--- src/rtl/mac_seq_ctrl.sv ---
// mac_seq_ctrl: sequencer for the Tin-wide MAC array; walks the input-channel chunks of
// every output pixel, issues buffer reads and tracks them through a tagged valid pipe, then
// accumulates the reduced MAC results and emits one partial sum per output pixel.
//   clk, rst_n            clock (rising edge) and asynchronous active-low reset
//   start_i               start pulse, sampled only in IDLE
//   cfg_tin_iter_i        chunks per output pixel, latched on an accepted start
//   cfg_pix_i             output pixels per job, latched on an accepted start
//   stall_i               freezes issue; in-flight data still drains
//   busy_o, done_o        job active / one-cycle end-of-job pulse
//   buf_rd_en_o           one read strobe per issued chunk
//   buf_rd_addr_o         linear feature address pix*tin_iter + ch
//   wt_rd_addr_o          weight chunk index ch
//   mac_dat_i             reduced MAC output, sampled on tagged cycles
//   out_vld_o             one-cycle pulse qualifying out_dat_o / out_idx_o
//   out_dat_o, out_idx_o  accumulated pixel sum and its pixel index
module mac_seq_ctrl #(
  parameter int DW_IN   = 20,
  parameter int ACC_W   = 32,
  parameter int CNT_W   = 16,
  parameter int ADDR_W  = 20,
  parameter int RD_LAT  = 1,
  parameter int MAC_LAT = 4
) (
  input  logic              clk,
  input  logic              rst_n,
  input  logic              start_i,
  input  logic [CNT_W-1:0]  cfg_tin_iter_i,
  input  logic [CNT_W-1:0]  cfg_pix_i,
  input  logic              stall_i,
  output logic              busy_o,
  output logic              done_o,
  output logic              buf_rd_en_o,
  output logic [ADDR_W-1:0] buf_rd_addr_o,
  output logic [CNT_W-1:0]  wt_rd_addr_o,
  input  logic [DW_IN-1:0]  mac_dat_i,
  output logic              out_vld_o,
  output logic [ACC_W-1:0]  out_dat_o,
  output logic [CNT_W-1:0]  out_idx_o
);
  localparam int P = RD_LAT + MAC_LAT;
  typedef enum logic [1:0] {IDLE, RUN, DRAIN, DONE} state_e;
  state_e state_q, state_d;
  logic [CNT_W-1:0] tin_q, npix_q, ch_q, pix_q, out_idx_q;
  logic [ADDR_W-1:0] addr_q;
  logic [P-1:0] vld_q, first_q, last_q;
  logic [P-1:0][CNT_W-1:0] tpix_q;
  logic [ACC_W-1:0] acc_q, acc_d, ext, out_dat_q;
  logic out_vld_q, issue, ch_last, pix_last, accept;
  assign accept   = state_q == IDLE && start_i && |cfg_tin_iter_i && |cfg_pix_i;
  assign issue    = state_q == RUN && !stall_i;
  assign ch_last  = ch_q == tin_q - CNT_W'(1);
  assign pix_last = pix_q == npix_q - CNT_W'(1);
  assign ext      = {{(ACC_W-DW_IN){mac_dat_i[DW_IN-1]}}, mac_dat_i};
  // the first chunk of a pixel reloads instead of adding, so no explicit clear is needed
  assign acc_d    = first_q[P-1] ? ext : acc_q + ext;
  assign buf_rd_addr_o = addr_q;
  assign wt_rd_addr_o  = ch_q;
  assign out_vld_o     = out_vld_q;
  assign out_dat_o     = out_dat_q;
  assign out_idx_o     = out_idx_q;
  always_ff @(posedge clk or negedge rst_n)
    if (!rst_n) state_q <= IDLE;
    else state_q <= state_d;
  always_comb begin
    state_d = state_q;
    case (state_q)
      IDLE:  if (start_i) state_d = accept ? RUN : DONE;
      RUN:   if (issue && ch_last && pix_last) state_d = DRAIN;
      DRAIN: if (~|vld_q) state_d = DONE;
      DONE:  state_d = IDLE;
      default: state_d = IDLE;
    endcase
  end
  always_comb begin
    busy_o      = state_q == RUN || state_q == DRAIN;
    done_o      = state_q == DONE;
    buf_rd_en_o = issue;
  end
  always_ff @(posedge clk or negedge rst_n)
    if (!rst_n) begin
      tin_q  <= '0;
      npix_q <= '0;
      ch_q   <= '0;
      pix_q  <= '0;
      addr_q <= '0;
    end else if (accept) begin
      tin_q  <= cfg_tin_iter_i;
      npix_q <= cfg_pix_i;
      ch_q   <= '0;
      pix_q  <= '0;
      addr_q <= '0;
    end else if (issue) begin
      addr_q <= addr_q + ADDR_W'(1);
      ch_q   <= ch_last ? '0 : ch_q + CNT_W'(1);
      pix_q  <= pix_q + CNT_W'(ch_last);
    end
  // tag pipe mirrors the read + MAC latency; a bubble is simply a cleared vld bit
  always_ff @(posedge clk or negedge rst_n)
    if (!rst_n) begin
      vld_q   <= '0;
      first_q <= '0;
      last_q  <= '0;
      tpix_q  <= '0;
    end else begin
      vld_q   <= {vld_q[P-2:0], issue};
      first_q <= {first_q[P-2:0], ch_q == '0};
      last_q  <= {last_q[P-2:0], ch_last};
      tpix_q  <= {tpix_q[P-2:0], pix_q};
    end
  always_ff @(posedge clk or negedge rst_n)
    if (!rst_n) begin
      acc_q     <= '0;
      out_dat_q <= '0;
      out_idx_q <= '0;
      out_vld_q <= 1'b0;
    end else begin
      if (vld_q[P-1]) acc_q <= acc_d;
      if (vld_q[P-1] && last_q[P-1]) begin
        out_dat_q <= acc_d;
        out_idx_q <= tpix_q[P-1];
      end
      out_vld_q <= vld_q[P-1] && last_q[P-1];
    end
endmodule
--- config.mk ---
export PLATFORM = sky130hd
export DESIGN_NAME = mac_seq_ctrl
export DESIGN_NICKNAME = d
export VERILOG_FILES = /design/src/rtl/mac_seq_ctrl.sv
export SDC_FILE = /design/constraint.sdc
export NUM_CORES = 1
export LEC_CHECK = 0
export CAP_MARGIN = 40
export CORE_UTILIZATION = 61
export DETAILED_ROUTE_END_ITERATION = 6
export GPL_TIMING_DRIVEN = 0
export PLACE_DENSITY = 0.86
export SYNTH_ARGS = -nofsm -noshare
export SYNTH_HDL_FRONTEND = slang
export SYNTH_SLANG_ARGS = --single-unit
--- constraint.sdc ---
create_clock -name clk -period 7.3 [get_ports clk]
set_clock_uncertainty 0.15 [all_clocks]
set_input_delay 1.46 -clock clk [delete_from_list [all_inputs] [get_ports clk]]
set_output_delay 1.46 -clock clk [all_outputs]
set_load 0.01 [all_outputs]
### Word level (Yosys, flattened, before mapping)

Cells that the tools add are included.

* register bits: 262
* output and inout port bits: 88

* add/subtract/negate cells: 6
* equality and inequality tests: 8
* mux-type cells: 13
* reductions and logical operators: 16

Operators by type and width (count)
* 2-to-1 mux 16 bit: 5
* 2-to-1 mux 20 bit: 2
* adder 32 bit: 1
* == test 16 bit: 2
* 2-to-1 mux 32 bit: 1
* OR reduction 16 bit: 2
* subtractor 16 x 1 -> 16 bit (second input constant): 2
* adder 20 x 1 -> 20 bit (second input constant): 1
* adder 16 x 1 -> 16 bit: 1
* adder 16 x 1 -> 16 bit (second input constant): 1
* zero test 16 bit: 1
* 2-to-1 mux 2 bit: 4
* one-hot mux 2 bit (4 select lines): 1
* logical AND 1 bit: 7
* inequality test 2 bit (second input constant): 3
* OR reduction 5 bit: 1
* == test 2 bit (second input constant): 2
* AND reduction 3 bit: 1
* == test 2 x 1 -> 1 bit (second input constant): 1
* zero test 2 bit: 1
* nonzero test 2 bit: 1
* zero test 1 bit: 1
* logical OR 1 bit: 1

### Longest topological paths before layout

* word-level depth: 7
* depth in mapped cells: 14
* gate-level depth less buffers: 14

### Worst setup path after synthesis

OpenSTA, ideal clock, no wires.

* path kind: input port to flip-flop
* from: in mac_dat_i[15]
* to: reg acc_q[28]
* arrival: 3.565 ns
* data required time: 7.081 ns
* setup slack: 3.516 ns
* stages: 10
* path through: ha_1 clkbuf_1 a21oi_1 o21ai_0 a21o_1 a211o_1 o21ai_2 o221ai_1 or4b_1 nand3_1

* word-level cells in the longest chain between the ends: 2

Ends and longest elaborated chain
* start, declared: line 35 `input logic [DW_IN-1:0] mac_dat_i,`
* adder 32 bit: line 55 `assign acc_d = first_q[P-1] ? ext : acc_q + ext;`
* 2-to-1 mux 32 bit: line 55
* end signal, assigned: line 112 `acc_q <= '0;`
* end signal, assigned: line 117 `if (vld_q[P-1]) acc_q <= acc_d;`
* end, declared: line 47 `logic [ACC_W-1:0] acc_q, acc_d, ext, out_dat_q;`

Every way passes these cells.
A chain may end at the register's enable or synchronous reset.

### Final worst setup path

* from: in stall_i
* to: out buf_rd_en_o

* word-level cells in the longest chain between the ends: 2

Ends and longest elaborated chain
* start, declared: line 29 `input logic stall_i,`
* zero test 1 bit: line 50 `assign issue = state_q == RUN && !stall_i;`
* logical AND 1 bit: line 50
* end, declared: line 32 `output logic buf_rd_en_o,`

Every way passes these cells.

==> impl_metrics.json <==
{
  "required_ns": 5.69,
  "place_hpwl_um": 21950,
  "final_max_slew_viol_count": 0,
  "p_sw_mw": 1.900,
  "viasPerCell": 5.975,
  "ys_ff_latch": 262,
  "synth_cells": 1226,
  "period_minus_slack_ns": 5.414,
  "utilization_pct": 76.89,
  "power.total_mw": 5.174,
  "final_antenna_net_count": 0,
  "clock_latency_ns": 0.53,
  "ys_warn_count": 0,
  "grt_max_degree": 113,
  "p_clk_share_pct": 26.8,
  "start_kind": "input port",
  "max_cap_violations": 0,
  "final_area_um2": 15210,
  "syn-num-nets": 1326,
  "irDropWorstVdd_mv": 0.2169,
  "numCtsBuffers": 27,
  "violations": "design-rule violations",
  "cp-end-kind": "output pin",
  "rows": 51,
  "io_buffers": 143,
  "area_growth_pct": 21.85,
  "holdBufCountCts": 0,
  "vias": 10070,
  "root_buffer": "clkbuf_16",
  "synth_flop_cell": "dfrtp_1",
  "synthArstFlopShare_pct": 100.0,
  "hold_class": "flop to flop",
  "diodes": 0,
  "clk_path_buf_depth": 3,
  "max_freq_mhz": 184.7,
  "rsz0062_at_grt": "no",
  "drc": 20,
  "synth_edf_count": 0,
  "ioPinCount": 144,
  "fp.dieH_um": 145.0,
  "antenna_found_initial": 0,
  "status": "finished with violations",
  "cp.arrival_ns": 3.80,
  "synth_cell_types": 64,
  "cts_sinks": 262,
  "sequentialPowerShare_pct": 36.7,
  "setup_viol": 0,
  "min_period_over_period_pct": 74.17,
  "power_leakage_nw": 6.821,
  "overflow": 0,
  "critPathKind": "input port to output pin",
  "syn_area_um2": 12480,
  "seq_area_frac_synth_pct": 52.53,
  "wirelength_um": 31380,
  "final_cells": 1685,
  "pwr_density_cell_nw_per_um2": 340.2,
  "dieArea_um2": 21040,
  "grt_pass1_wl_um": 51690,
  "track_usage_pct": 30.38,
  "switching_share_pct": 36.71,
  "cts_resized": 0,
  "final_net_count": 1500,
  "clk_pin_slew_ns": 0.06,
  "nFillCells": 1309,
  "core_um2": 19780,
  "cts_htree_levels": 1,
  "wl_per_cell_um": 18.63,
  "drive_gt1_share_pct": 6.408,
  "drtPass1Iterations": 7,
  "post_dp_cell_area_um2": 14310,
  "post_cts_buffers": 0,
  "initial_core_util_pct": 63.10,
  "grt_pass1_vias": 10060,
  "pwr-share-comb_pct": 36.5,
  "avgSynthCellArea_um2": 10.18,
  "dp.cells": 1636,
  "timing.hold.ws_ns": 0.1920,
  "power.internal_mw": 3.274,
  "place.gp.congestion": 0.9525,
  "finalHoldViolCount": 0,
  "die_w_um": 145.0,
  "critPathMaxFanout": 11,
  "drtIter0Drc": 805,
  "max_slew.worst_pin.slew_ns": 0.8515,
  "relSlewSlack_pct": 43.05,
  "cts_tree": "done"
}
==> layer usage <==
layer | global-route usage, % | share of wire, %
met2 | 51.59 | 50
met5 | 0 | 0
met3 | 4.843 | 6.9
met1 | 39.92 | 40
met4 | 9.787 | 2.8
==> state kept, by name, indices dropped and copies added (netlist names) <==
signal	flops
tpix_q	80
acc_q	32
out_dat_o	32
buf_rd_addr_o	20
npix_q	16
out_idx_o	16
pix_q	16
tin_q	16
wt_rd_addr_o	16
first_q	5
last_q	5
vld_q	5
state_q	2
out_vld_o	1
==> path summary, 6_finish.rpt <==
path | start | endpoint | slack [ns] | cells after the start
setup / recovery | stall_i | buf_rd_en_o | 1.89 | 4
hold / removal | tpix_q[9] | tpix_q[25] | 0.19 | 0
setup reg to reg | tin_q[0] | pix_q[15] | 3.52 | 14
hold reg to reg | tpix_q[9] | tpix_q[25] | 0.19 | 0
max in group asynchronous | rst_n | npix_q[7] | 5.04 | 3
min in group asynchronous | rst_n | out_dat_o[7] | 0.68 | 1
==> power groups by stage <==
| stage | clock, mW | sequential (mW) | combinational [mW] |
|---|---|---|---|
| after floorplan | 0 | 1.86 | 1.35 |
| after global placement | 0 | 1.90 | 1.78 |
| after detailed placement | 0 | 1.91 | 1.84 |
| after CTS | 1.41 | 1.89 | 1.86 |
| final | 1.39 | 1.90 | 1.89 |
| after global routing | 1.46 | 1.92 | 2.08 |
==> metrics by stage <==
stage                TNS, ns  setup WS, ns
floorplan                  0         3.516
global placement    -1560.95        -5.979
detailed placement         0         1.925
CTS                        0         1.903
global route               0         1.823
finish                     0         1.886
==> critical path, stage by stage <==
cell,delay (ns)
clkdlybuf4s50_1,0.46
nor2b_1,0.56
clkbuf_1,0.65
clkdlybuf4s50_1,0.67
==> Yosys cell counts (all sizes together) (28+ instances only) <==
cell type | count | area (µm²)
ha | 43 | 538.0
o21ai | 72 | 364.1
xor2 | 41 | 359.1
dfrtp | 262 | 6556
nor2 | 109 | 411.7
inv | 30 | 112.6
xnor2 | 53 | 464.2
nand3 | 53 | 265.3
clkbuf | 44 | 165.2
a21oi | 71 | 355.3
nand2 | 144 | 543.0
mux2 | 28 | 315.3
==> cell type report <==
cell class / instances / area (µm²) / share of cell area, %
plain buffers: 53 / 201.4 / 1.324
clock buffers: 39 / 790.8 / 5.199
clock inverters: 10 / 113.9 / 0.7486
inverters: 30 / 112.6 / 0.7404
multi-input cells: 881 / 5612 / 36.90
flip-flops and latches: 262 / 6556 / 43.11
well taps: 265 / 331.6 / 2.180
repair buffers: 145 / 1491 / 9.806
==> cells by family after synthesis <==
kind of cell	Yosys count	share of synthesized area (%)
fa+ha+maj	44	4.471
buf+inv	83	2.516
flops	262	52.53
mux	47	4.050
xor+xnor	94	6.596
compound gates	248	12.34
simple gates	448	17.50
==> layout by cell type (no fill, tap or decap), types with 14 or more instances in the layout <==
cell             synthesis  layout
nor3_1                  25      25
clkdlybuf4s50_1          0     142
nand3_1                 53      53
nand2_1                143     143
and3_1                  23      23
nand4_1                 15      15
inv_1                   30      30
nor2_1                 108     108
clkbuf_1                44      49
clkbuf_16                0      27
o21a_1                  14      14
a31oi_1                 17      17
xor2_1                  41      41
nor4_1                  17      17
a21oi_1                 71      71
mux2i_1                 19      19
xnor2_1                 53      53
ha_1                    43      43
o21ai_0                 69      69
dfrtp_1                262     262
mux2_2                  28      28
(Power assumes the default switching activity.)
